### config.mk
export PLATFORM = sky130hd
export DESIGN_NAME = pdh_cmd_master
export DESIGN_NICKNAME = d
export VERILOG_FILES = /design/src/rtl/pdh_cmd_master.sv
export SDC_FILE = /design/constraint.sdc
export NUM_CORES = 1
export LEC_CHECK = 0
export ABC_AREA = 1
export CORE_ASPECT_RATIO = 2
export CORE_MARGIN = 2
export CORE_UTILIZATION = 44
export DETAILED_ROUTE_END_ITERATION = 8
export PLACE_DENSITY = 0.8
export SLEW_MARGIN = 25
export SYNTH_ARGS = -nofsm -noshare
export SYNTH_HDL_FRONTEND = slang
export SYNTH_SLANG_ARGS = --single-unit
### constraint.sdc
create_clock -name clk -period 2 [get_ports clk]
set_input_delay 0.6 -clock clk [delete_from_list [all_inputs] [get_ports clk]]
set_output_delay 0.6 -clock clk [all_outputs]
set_load 0.01 [all_outputs]
### src/rtl/pdh_cmd_master.sv
// Command-word sender for the pdh_core GPIO protocol: setup, strobe, and release, then callback sampling.
// Optional macro PDH_CMD_VERIFY_EN adds a readback compare to rsp_err_o.
module pdh_cmd_master #(
  parameter int AXI_GPIO_WIDTH = 32,
  parameter int SETUP_CYCLES   = 2,
  parameter int RESP_LATENCY   = 6,
  parameter int RST_CYCLES     = 4
) (
  input  logic                      clk,
  input  logic                      rst,
  input  logic                      cmd_valid_i,
  output logic                      cmd_ready_o,
  input  logic [3:0]                cmd_i,
  input  logic [25:0]               data_i,
  input  logic                      core_rst_req_i,
  output logic                      rsp_valid_o,
  input  logic                      rsp_ready_i,
  output logic [AXI_GPIO_WIDTH-1:0] rsp_data_o,
  output logic                      rsp_err_o,
  output logic                      busy_o,
  output logic [AXI_GPIO_WIDTH-1:0] axi_to_core_o,
  input  logic [AXI_GPIO_WIDTH-1:0] axi_from_core_i
);

  localparam int W = AXI_GPIO_WIDTH;

  typedef enum logic [2:0] {IDLE, CORE_RST, SETUP, STROBE, RESP} state_t;

  state_t        state_q, state_d;
  logic [15:0]   cnt_q, cnt_d;
  logic [W-1:0]  word_q, word_d;
  logic          rsp_valid_q, rsp_valid_d;
  logic [W-1:0]  rsp_data_q, rsp_data_d;
  logic          rsp_err_q, rsp_err_d;

  function automatic logic status_err(input logic [W-1:0] cb, input logic [3:0] cmd);
    logic [3:0] exp_nib;
    exp_nib = (cmd == 4'd1 || cmd == 4'd2) ? 4'h1 : 4'h0;
    return cb[31:28] != exp_nib;
  endfunction

`ifdef PDH_CMD_VERIFY_EN
  function automatic logic readback_err(input logic [W-1:0] cb, input logic [3:0] cmd,
                                        input logic [25:0] data);
    logic e;
    e = 1'b0;
    case (cmd)
      4'd1:    e = cb[7:0] != data[7:0];
      4'd2:    e = data[14] ? (cb[27:14] != data[13:0]) : (cb[13:0] != data[13:0]);
      default: e = 1'b0;
    endcase
    return e;
  endfunction

  function automatic logic resp_err(input logic [W-1:0] cb, input logic [3:0] cmd,
                                    input logic [25:0] data);
    return status_err(cb, cmd) | readback_err(cb, cmd, data);
  endfunction
`else
  function automatic logic resp_err(input logic [W-1:0] cb, input logic [3:0] cmd,
                                    input logic [25:0] data);
    logic unused;
    unused = ^data;
    return status_err(cb, cmd);
  endfunction
`endif

  // Reset request wins over a same-cycle command, so ready must drop with it.
  assign cmd_ready_o = (state_q == IDLE) && !core_rst_req_i && !rst;

  always_comb begin
    state_d     = state_q;
    cnt_d       = cnt_q;
    word_d      = word_q;
    rsp_valid_d = rsp_valid_q;
    rsp_data_d  = rsp_data_q;
    rsp_err_d   = rsp_err_q;
    case (state_q)
      IDLE: begin
        if (core_rst_req_i) begin
          state_d       = CORE_RST;
          cnt_d         = 16'(RST_CYCLES - 1);
          word_d        = '0;
          word_d[W-1]   = 1'b1;
        end else if (cmd_valid_i) begin
          state_d = SETUP;
          cnt_d   = 16'(SETUP_CYCLES - 1);
          word_d  = W'({2'b00, cmd_i, data_i});
        end
      end
      CORE_RST: begin
        if (cnt_q == '0) begin
          state_d = IDLE;
          word_d  = '0;
        end else begin
          cnt_d = cnt_q - 16'd1;
        end
      end
      SETUP: begin
        if (cnt_q == '0) begin
          state_d     = STROBE;
          cnt_d       = 16'(RESP_LATENCY - 1);
          word_d[W-2] = 1'b1;
        end else begin
          cnt_d = cnt_q - 16'd1;
        end
      end
      STROBE: begin
        // Last strobe cycle: capture callback and release strobe; cmd/data stay on the bus.
        if (cnt_q == '0) begin
          state_d     = RESP;
          word_d[W-2] = 1'b0;
          rsp_valid_d = 1'b1;
          rsp_data_d  = axi_from_core_i;
          rsp_err_d   = resp_err(axi_from_core_i, word_q[29:26], word_q[25:0]);
        end else begin
          cnt_d = cnt_q - 16'd1;
        end
      end
      RESP: begin
        if (rsp_ready_i) begin
          state_d     = IDLE;
          rsp_valid_d = 1'b0;
        end
      end
      default: state_d = IDLE;
    endcase
  end

  always_ff @(posedge clk) begin
    if (rst) begin
      state_q     <= IDLE;
      cnt_q       <= '0;
      word_q      <= '0;
      rsp_valid_q <= 1'b0;
      rsp_data_q  <= '0;
      rsp_err_q   <= 1'b0;
      busy_o      <= 1'b0;
    end else begin
      state_q     <= state_d;
      cnt_q       <= cnt_d;
      word_q      <= word_d;
      rsp_valid_q <= rsp_valid_d;
      rsp_data_q  <= rsp_data_d;
      rsp_err_q   <= rsp_err_d;
      busy_o      <= (state_d != IDLE);
    end
  end

  assign axi_to_core_o = word_q;
  assign rsp_valid_o   = rsp_valid_q;
  assign rsp_data_o    = rsp_data_q;
  assign rsp_err_o     = rsp_err_q;

endmodule

==> out/results.txt <==
Outcome -> complete, no violations
Register bit total from synthesis -> 86
Final hold vios -> 0
GP Congestion -> 0.9489
Top post-synthesis cells by count -> 122 x nand2_1, 108 x nor2_1, 86 x dfxtp_1
Max clock buf depth -> 2
HP Class -> flip-flop to flip-flop
Die Y-Extent -> 137.5 µm
Share of the synthesized area in the top cell type -> 43.91%
Clock latency at the later pin of the worst-skew pair -> 340 ps
CP Launch Type -> primary input
Root Driver -> clkbuf_16
Gr usage total -> 23.12%
Worst Hold Path Cells -> 2
DR pass1 iterations -> 4
Mean Syn Cell Area -> 6.772 µm²
Final WL -> 11.39 mm
Largest net degree at the start of global routing -> 33
Initial DRC Count -> 191
Final std cells w/o fill -> 826
Netlist cell types -> 24
Critical path required time -> 1400 ps
P_leak -> 2.603 nW
Num Clock Sinks -> 86
Worst Path Class, Setup -> primary input to output pin
Vias per cell -> 5.148
VDD IR-drop max -> 0.7829 mV
Worst hold slack -> 456.0 ps
Rows -> 48
Mapped Area -> 3921 µm²
DR WL/cell -> 13.79 µm
Number of flops mapped to enable cells by yosys -> 0
Reg2reg path depth -> 10
Initial antenna violation count -> 0
Count leader, synth -> nand2_1
Family with the most delay on the worst path -> buffers and inverters
Die area -> 9729 µm²
Final Skew -> 9.098 ps
Setup_tns -> 0 ps
DR DRC count -> 0
Endpoints failing setup -> 0
Minimum clock period -> 1959 ps
Fmax -> 0.5106 GHz
CTS tree -> done
FILL cells -> 722
Syn nets -> 648
Clock-pin slew on the worst setup and hold paths -> 60 ps
Diodes inserted -> 0
I/O pins -> 135
Hold Crit Start -> rsp_data_o[29]$_SDFFE_PP0P_
Final Max Tran Viols -> 0
Pwr/cell area -> 1524 nW/µm²
Detail Placement HPWL -> 8.309 mm
Slew headroom -> 77.77%
CTS Hold Bufs -> 0
Cells after Synth -> 579
Share of async-settable or async-resettable flops after synthesis -> 0%
Vias in the first global route -> 4163
Max Cap Viol -> 0
Cts bufs inserted -> 9
Via count -> 4252
Core box area -> 8648 µm²
Warnings, synthesis -> 0
Worst-path cell chain -> clkdlybuf4s50_1, nor2_1, clkdlybuf4s15_2
Placed cell areas -> 5545 µm²
RSZ-0062 raised after global routing -> false
CP Buf/Inv Count -> 2
Critical path peak fanout -> 2
Reg-to-Reg Start -> cnt_q[11]$_SDFFE_PP0P_
Critical-path top delay cell -> clkdlybuf4s50_1
Ranking of synthesized cells by area -> dfxtp_1 44%, nand2_1 12%, nor2_1 10%
Area Overhead vs Synth -> 50.32%
Area leader, netlist -> dfxtp_1
Crit end category -> output pin
Placed cell count -> 810
Sequential area share after synthesis -> 43.91%
Global-route wire length before repair -> 17.98 mm
Synth Flop Type -> dfxtp_1
Worst Hold Endpoint -> rsp_data_o[29]$_SDFFE_PP0P_
Layout cells sized above 1 -> 9.642%
Crit Reg-Reg Endpoint -> rsp_data_o[0]$_SDFFE_PP0P_
Worst reg2reg setup slack -> 220 ps
Layout Nets -> 792
Post-Route Utilization -> 68.16%
Port Buffers -> 134
Final ANT Viol Nets -> 0
Worst-margin pin slew -> 333.4 ps
Final Instance Area -> 5894 µm²
Crit path DAT -> 1360 ps
Starting Density -> 45.34%
GRT overflow -> 0
H-Tree Depth -> 3
Die X -> 70.76 µm
Final Cycle Share -> 97.93%
Crit path largest cell delay -> 430 ps
layout make-up:
type / instances / area [µm²] / share of cell area, %
clock buffer: 10 / 239.0 / 4.054
clock inverter: 4 / 72.57 / 1.231
inverter: 40 / 150.1 / 2.547
multi-input combinational: 418 / 1909 / 32.39
sequential: 86 / 1723 / 29.23
tap: 100 / 125.1 / 2.123
timing repair buffer: 168 / 1675 / 28.42
power breakdown:
part	switching, mW	internal [mW]	leakage (nW)
registers	0.312	2.21	0.702
clock network	0.649	1.11	0.150
logic	2.65	2.05	1.75
total	3.61	5.37	2.60
worst min-delay path, stage by stage (launching register included):
cell	delay, ps
dfxtp_1	310
inv_1	50
a21oi_1	50
how the worst max path moves through the flow:
stage,cells past startpoint,endpoint,slack (ps),startpoint
2_1_floorplan,6,axi_to_core_o[11]$_SDFFE_PP0P_,390,rst
3_3_place_gp,5,cmd_ready_o,-440,core_rst_req_i
3_5_place_dp,5,cmd_ready_o,-450,core_rst_req_i
4_1_cts,3,cmd_ready_o,40,rst
5_1_grt,3,cmd_ready_o,2,rst
6_report,3,cmd_ready_o,40,rst
stage by stage:
step,setup WS [ps],power (mW)
after floorplan,386.9,5.397
after global placement,-437.6,7.014
after detailed placement,-447.3,7.135
after CTS,35.72,8.957
after global routing,1.537,9.709
final,41.49,8.982
sequential cells by signal, summed over array words and instances, names as in the netlist:
register	cells
axi_to_core_o	32
busy_o	1
cnt_q	16
rsp_data_o	32
rsp_err_o	1
rsp_valid_o	1
state_q	3
cells in the final DEF (no fill, tap or decap):
master           count
inv_1               35
nand2_4              1
buf_4               27
nor2_1             107
a31oi_2              1
clkdlybuf4s50_1    132
inv_2                4
bufinv_16            2
dlygate4sd2_1        1
clkbuf_8             1
o21ai_4              1
buf_6                1
nand4_1             12
a21oi_1             44
clkdlybuf4s15_2      1
clkinv_2             1
clkinvlp_4           1
nand3_4              1
nor3_1              34
nand3_1             41
nand2_1            119
or2_2                1
nor2_4               3
ha_1                 2
o21ai_1              3
dfxtp_1             85
o21ai_0             39
nand2_2              3
buf_12               6
clkinv_1             1
nor2_2               5
dfxtp_2              1
clkbuf_16            9
o21bai_1             1
kinds of logic after synthesis:
kind of cell | synth area share [%]
AO/OA/AOI/OAI | 11.71
adder cells (fa/ha/maj) | 0.6381
buffers and inverters | 8.105
flip-flops | 43.91
AND/OR/NAND/NOR | 35.64
what timing repair did:
action,4_1_cts,5_1_grt
cloned,0,0
setup endpoints to repair,1,33
pin swaps,1,2
buffers inserted,1,1
gates resized for setup,5,6
routing by layer:
layer	vias up	GRT usage (%)	wire (µm)
met4	0	13.73	616
met2	144	44.03	6167
li1	2155	-	-
met5	-	0	0
met1	1909	22.13	4057
met3	44	4.828	545
Power figures use the tool's default switching activity.
